<file path="src/rtl/seq_tail_light_ctrl_pkg.sv">
// Shared types and helpers for the sequential tail-light controller.
// Build option: SEQ_TAIL_BRAKE_EN adds a brake request that lights idle sides.
package tail_light_pkg;

  typedef enum logic [1:0] {
    MODE_IDLE   = 2'd0,
    MODE_LEFT   = 2'd1,
    MODE_RIGHT  = 2'd2,
    MODE_HAZARD = 2'd3
  } mode_t;

  localparam int unsigned MAX_LAMPS = 8;

  // Thermometer mask: the lowest 'step' lamps lit, counted from the inner lamp.
  function automatic logic [MAX_LAMPS-1:0] thermo(input logic [3:0] step);
    logic [MAX_LAMPS-1:0] mask;
    mask = '0;
    for (int i = 0; i < MAX_LAMPS; i++) begin
      mask[i] = (4'(i) < step);
    end
    return mask;
  endfunction

  // Request decode: hazard wins, and both turn requests together also mean hazard.
  function automatic mode_t decode_mode(input logic left, input logic right, input logic hazard);
    if (hazard || (left && right)) return MODE_HAZARD;
    else if (left)                 return MODE_LEFT;
    else if (right)                return MODE_RIGHT;
    else                           return MODE_IDLE;
  endfunction

endpackage

</file>
<file path="src/rtl/seq_tail_light_ctrl_if.sv">
// Request/lamp bundle between the switch debouncers, the controller and the lamp drivers.
// Build option: SEQ_TAIL_BRAKE_EN adds the brake request signal.
interface seq_tail_light_ctrl_if #(
  parameter int unsigned LAMPS = 3
);
  import tail_light_pkg::*;

  logic             left;
  logic             right;
  logic             hazard;
`ifdef SEQ_TAIL_BRAKE_EN
  logic             brake;
`endif
  logic [LAMPS-1:0] lamps_l;
  logic [LAMPS-1:0] lamps_r;
  mode_t            mode;
  logic             step_tick;

`ifdef SEQ_TAIL_BRAKE_EN
  modport master (output left, right, hazard, brake,
                  input  lamps_l, lamps_r, mode, step_tick);
  modport slave  (input  left, right, hazard, brake,
                  output lamps_l, lamps_r, mode, step_tick);
`else
  modport master (output left, right, hazard,
                  input  lamps_l, lamps_r, mode, step_tick);
  modport slave  (input  left, right, hazard,
                  output lamps_l, lamps_r, mode, step_tick);
`endif

endinterface

</file>
<file path="src/rtl/seq_tail_light_ctrl_tick_prescaler.sv">
// Animation-step prescaler: counts 0..TICK_DIV-1 and pulses tick on the terminal count.
// A clear restarts the count so a new mode always gets a full first step.
module tail_tick_prescaler #(
  parameter int unsigned TICK_DIV = 4
) (
  input  logic clk,
  input  logic reset_n,
  input  logic clear,
  output logic tick
);

  localparam int unsigned CW = (TICK_DIV > 1) ? $clog2(TICK_DIV) : 1;
  localparam logic [CW-1:0] LAST = CW'(TICK_DIV - 1);

  logic [CW-1:0] count;

  // NOTE: sequential state uses non-blocking assignments so every flop samples pre-edge values.
  always_ff @(posedge clk or negedge reset_n) begin
    if (!reset_n) begin
      count <= '0;
    end else if (clear || tick) begin
      count <= '0;
    end else begin
      count <= count + CW'(1);
    end
  end

  assign tick = (count == LAST);

endmodule

</file>
<file path="src/rtl/seq_tail_light_ctrl.sv">
// Sequential tail-light controller: decodes turn/hazard requests and animates per-side lamps.
// Build option: SEQ_TAIL_BRAKE_EN adds brake lighting on non-animated sides.
module seq_tail_light_ctrl
  import tail_light_pkg::*;
#(
  parameter int unsigned LAMPS    = 3,
  parameter int unsigned TICK_DIV = 4
) (
  input  logic                  clk,
  input  logic                  reset_n,
  seq_tail_light_ctrl_if.slave  bus
);

  localparam int unsigned SW = $clog2(LAMPS + 1);
  localparam logic [SW-1:0] LAST_STEP = SW'(LAMPS);

  mode_t            mode_q, mode_d, decoded;
  logic [SW-1:0]    step_q, step_d;
  logic             mode_change;
  logic             tick;
  logic             brake_on;
  logic [MAX_LAMPS-1:0] full_mask;
  logic [LAMPS-1:0] seq_mask;
  logic [LAMPS-1:0] brake_mask;

  assign decoded     = decode_mode(bus.left, bus.right, bus.hazard);
  assign mode_change = (decoded != mode_q);

  tail_tick_prescaler #(.TICK_DIV(TICK_DIV)) u_prescaler (
    .clk     (clk),
    .reset_n (reset_n),
    .clear   (mode_change),
    .tick    (tick)
  );

  // NOTE: defaults first in always_comb so no path leaves a variable unassigned (no latch).
  always_comb begin
    mode_d = mode_q;
    step_d = step_q;
    if (mode_change) begin
      mode_d = decoded;
      step_d = (decoded == MODE_IDLE) ? '0 : SW'(1);
    end else if (tick) begin
      unique case (mode_q)
        MODE_LEFT, MODE_RIGHT: step_d = (step_q == LAST_STEP) ? '0 : step_q + SW'(1);
        MODE_HAZARD:           step_d = (step_q == '0) ? SW'(1) : '0;
        default:               step_d = '0;
      endcase
    end
  end

  always_ff @(posedge clk or negedge reset_n) begin
    if (!reset_n) begin
      mode_q <= MODE_IDLE;
      step_q <= '0;
    end else begin
      mode_q <= mode_d;
      step_q <= step_d;
    end
  end

`ifdef SEQ_TAIL_BRAKE_EN
  // Brake is registered so lamps stay a pure decode of state, one clk behind the request.
  logic brake_q;
  always_ff @(posedge clk or negedge reset_n) begin
    if (!reset_n) brake_q <= 1'b0;
    else          brake_q <= bus.brake;
  end
  assign brake_on = brake_q;
`else
  assign brake_on = 1'b0;
`endif

  assign full_mask  = thermo(4'(step_q));
  assign seq_mask   = full_mask[LAMPS-1:0];
  assign brake_mask = brake_on ? '1 : '0;

  always_comb begin
    bus.lamps_l = '0;
    bus.lamps_r = '0;
    unique case (mode_q)
      MODE_LEFT: begin
        bus.lamps_l = seq_mask;
        bus.lamps_r = brake_mask;
      end
      MODE_RIGHT: begin
        bus.lamps_l = brake_mask;
        bus.lamps_r = seq_mask;
      end
      MODE_HAZARD: begin
        bus.lamps_l = (step_q != '0) ? '1 : '0;
        bus.lamps_r = (step_q != '0) ? '1 : '0;
      end
      default: begin
        bus.lamps_l = brake_mask;
        bus.lamps_r = brake_mask;
      end
    endcase
  end

  assign bus.mode      = mode_q;
  assign bus.step_tick = tick;

endmodule

</file>
<file path="src/flat_wrapper.sv">
// flat-port wrapper written by rule: the top's interface ports become plain ports
module seq_tail_light_ctrl_flat import tail_light_pkg::*;
#(
  parameter int unsigned LAMPS    = 3,
  parameter int unsigned TICK_DIV = 4
)
  (clk, reset_n, bus_left, bus_right, bus_hazard, bus_lamps_l, bus_lamps_r, bus_mode, bus_step_tick);
  seq_tail_light_ctrl_if #(.LAMPS(LAMPS)) bus_i ();
  input  logic clk;
  input  logic reset_n;
  input wire logic [$bits(bus_i.left)-1:0] bus_left;
  input wire logic [$bits(bus_i.right)-1:0] bus_right;
  input wire logic [$bits(bus_i.hazard)-1:0] bus_hazard;
  output wire logic [$bits(bus_i.lamps_l)-1:0] bus_lamps_l;
  output wire logic [$bits(bus_i.lamps_r)-1:0] bus_lamps_r;
  output wire logic [$bits(bus_i.mode)-1:0] bus_mode;
  output wire logic [$bits(bus_i.step_tick)-1:0] bus_step_tick;
  assign bus_i.left = bus_left;
  assign bus_i.right = bus_right;
  assign bus_i.hazard = bus_hazard;
  assign bus_lamps_l = bus_i.lamps_l;
  assign bus_lamps_r = bus_i.lamps_r;
  assign bus_mode = bus_i.mode;
  assign bus_step_tick = bus_i.step_tick;
  seq_tail_light_ctrl #(.LAMPS(LAMPS), .TICK_DIV(TICK_DIV)) u_core (.clk(clk), .reset_n(reset_n), .bus(bus_i));
endmodule
</file>
<file path="config.mk">
export PLATFORM = sky130hd
export DESIGN_NAME = seq_tail_light_ctrl_flat
export DESIGN_NICKNAME = d
export VERILOG_FILES = /design/src/rtl/seq_tail_light_ctrl_pkg.sv /design/src/rtl/seq_tail_light_ctrl_if.sv /design/src/rtl/seq_tail_light_ctrl_tick_prescaler.sv /design/src/rtl/seq_tail_light_ctrl.sv /design/src/flat_wrapper.sv
export SDC_FILE = /design/constraint.sdc
export NUM_CORES = 1
export LEC_CHECK = 0
export CAP_MARGIN = 10
export CORE_AREA = 5 5 42 44
export CTS_CLUSTER_SIZE = 24
export DETAILED_ROUTE_END_ITERATION = 10
export DIE_AREA = 0 0 47 49
export HOLD_SLACK_MARGIN = 0.15
export PLACE_DENSITY_LB_ADDON = 0.05
export SLEW_MARGIN = 20
export SYNTH_ARGS = -nofsm -noshare
export SYNTH_HDL_FRONTEND = slang
export SYNTH_HIERARCHICAL = 1
export SYNTH_SLANG_ARGS = --single-unit
</file>
<file path="constraint.sdc">
create_clock -name clk -period 3.8 [get_ports clk]
set_input_delay 0.38 -clock clk [delete_from_list [all_inputs] [get_ports clk]]
set_output_delay 0.38 -clock clk [all_outputs]
set_load 0.01 [all_outputs]
</file>
==> impl_metrics.yaml <==
sta:
  slew_headroom_pct: 82.4
  fin_setup_tns_ns: 0
  skew_ns: 0.00148
  slew_viol_final: 0
  rsz0062_at_grt: "false"
  period_needed_ns: 2.09
  min_period_over_period_pct: 55.0
  fmax_mhz: 479
  finalSetupViolCount: 0
  worst_pin_slew_ns: 0.263
  hold_violations: 0
floorplan:
  core-area_sq_um: 1400
  start_util_pct: 31.3
  ios: 14
  die_w_um: 47
  fp-row-count: 14
  die_y_um: 49
  dieArea_sq_um: 2300
global_route:
  grt_pass1_vias: 357
  antenna_found_initial: 0
  grt_max_degree: 7
  gr-total-overflow: 0
  grt_pass1_wl_mm: 1.46
  grtUsageTotal_pct: 8.65
clock_network:
  clock_sinks: 6
  clockBufferDepth: 2
  postCtsSetupRepairBufs: 0
  clkLatencyLatePin_ns: 0.24
  ctsResizeCount: 0
  htreeDepth: 1
  cts.clk_slew.worst_paths_ns: 0.04
  ctsHoldBuffers: 0
  cts_tree: "yes"
  cts-root-buf: "clkbuf_4"
  numCtsBuffers: 3
worst_setup_path:
  critPathMaxFanout: 5
  startpoint_type: "register"
  cp_data_required_time_ns: 3.42
  path_cells: "inv_1 > ha_1 > nand2b_1 > nand2_1 > clkdlybuf4s50_1"
  cp-end-kind: "output port"
  arrival_ns: 1.71
  critPathSlowestCell: "clkdlybuf4s50_1"
  crit_type: "reg2out"
  crit_path_max_incr_delay_ns: 0.53
synthesis:
  synth_top_area_share_pct: 34.2
  seq_area_frac_synth_pct: 34.2
  synth_top_area_cell: "dfrtp_1"
  avgSynthCellArea_sq_um: 8.96
  mappedNetlistArea_sq_um: 439
  synth_cell_types: 17
  ys_ff_latch: 6
  syn_inst: 49
  yosys-top-cells-area: "dfrtp_1 34%, ha_1 20%, nor2_1 7.7%"
  synth_fp_nets: 61
  yosys_warnings: 6
run_status:
  status: "completed"
cells_and_area:
  syn_to_final_growth_pct: 39.3
  seq_area_sq_um: 150
  n_fill_cell: 150
  multi_input_area_sq_um: 270
  antenna_cells: 0
  layout.nets: 79
  layout-drive-gt1-share_pct: 12.3
min_path:
  hp-class: "in2async"
detailed_routing:
  viasPerCell: 4.63
  dr.pass1.iters: 2
  routedWlPerCell_um: 10.4
  drc: 0
  wirelength_um: 840
  vias: 375
  antenna_left: 0
  drt-initial-drc-count: 6
placement:
  place_congestion: 0.701
  port_buffers: 13
  hpwl_um: 724
power_and_ir_drop:
  leakagePower_nw: 0.298
  p_total_mw: 0.195
  irDropWorstVdd_uv: 165
  p_per_area_nw_per_um2: 319
job:
  cap_violations: 0
==> cells in the final DEF, fill, tap and decap left out, types with 2 or more instances in the layout <==
cell type        count
clkdlybuf4s50_1     13
nor2_1               9
nand2_1              8
ha_1                 7
dfrtp_1              6
inv_1                5
clkbuf_4             3
a21oi_1              2
or2_2                2
==> worst max-delay path: cells and delay by family (launching register included) <==
family                     cells  cell delay (ns)
buffers and inverters          2             0.59
DFF                            1             0.40
adders and majority gates      1             0.22
and+or+nand+nor                2             0.26
==> worst paths after layout <==
kind                                                   from                          end  slack, ns  depth (start not counted)
min in group clk                u_core/u_prescaler/count[0]  u_core/u_prescaler/count[0]       0.46                          1
worst min register to register  u_core/u_prescaler/count[0]  u_core/u_prescaler/count[0]       0.46                          1
worst max-delay path                       u_core/step_q[1]               bus_lamps_r[2]       1.71                          5
worst min-delay path                                reset_n             u_core/step_q[1]       0.38                          1
max in group asynchronous                           reset_n             u_core/step_q[0]       3.22                          1
worst max register to register           u_core/bus.mode[0]             u_core/step_q[0]       2.37                          5
==> registers in the layout, indices dropped and copies added, names as in the netlist <==
| signal | cells |
|---|---|
| u_core/bus.mode | 2 |
| u_core/step_q | 2 |
| u_core/u_prescaler/count | 2 |
==> cell families (layout without fill, tap and decap cells) <==
logic type | count (synthesis) | after routing | share of synthesized area, %
and+or+nand+nor | 23 | 23 | 26.8
muxes | 1 | 1 | 2.28
AOI/OAI and AO/OA | 6 | 6 | 10.5
DFF | 6 | 6 | 34.2
adders and majority gates | 7 | 7 | 19.9
buffers and inverters | 5 | 21 | 4.27
xor gates and xnor gates | 1 | 1 | 1.99
==> stage by stage <==
step	utilization (%)	std cells	worst slack (ns)	area, sq um	hold WS (ns)
6_report	43.7	81	1.71	612	0.376
2_1_floorplan	-	49	2.45	439	0.0844
5_1_grt	43.7	81	1.56	612	0.392
3_3_place_gp	42.1	78	1.94	589	0.458
4_1_cts	43.7	81	1.68	612	0.380
3_5_place_dp	42.1	78	1.95	589	0.453
==> final cells by class <==
cell class,instances,area share (%)
clock buffers,3,3.68
flip-flops and latches,6,24.5
multi-input cells,38,44.2
inverters,5,3.07
well taps,16,3.27
repair buffers,13,21.3
==> cell usage after synthesis <==
| cell | n |
|---|---|
| nor2_1 | 9 |
| nand2_1 | 8 |
| ha_1 | 7 |
| dfrtp_1 | 6 |
| inv_1 | 5 |
| a21oi_1 | 2 |
| or2_2 | 2 |
| a22o_1 | 1 |
| a22oi_1 | 1 |
| a32oi_1 | 1 |
| and4bb_1 | 1 |
| mux2i_1 | 1 |
| nand2b_1 | 1 |
| nor3_2 | 1 |
| nor3b_2 | 1 |
| o32a_2 | 1 |
| xnor2_1 | 1 |
==> routing by layer <==
layer / share of wire (%) / track usage (%) / routed length, um / vias to the layer above
li1: - / - / - / 197
met1: 47 / 10.8 / 396 / 167
met2: 45 / 12.7 / 375 / 11
met3: 8.1 / 4.43 / 68 / 0
met4: 0 / 2.76 / 0 / 0
met5: 0 / 0 / 0 / -
==> report_power, final <==
| group | switching (mW) | internal, mW | total, mW |
|---|---|---|---|
| clock | 0.0222 | 0.0357 | 0.0579 |
| combinational | 0.0274 | 0.0357 | 0.0631 |
| sequential | 0.00467 | 0.0694 | 0.0741 |
Note: power is estimated with default switching activity, not from simulation.
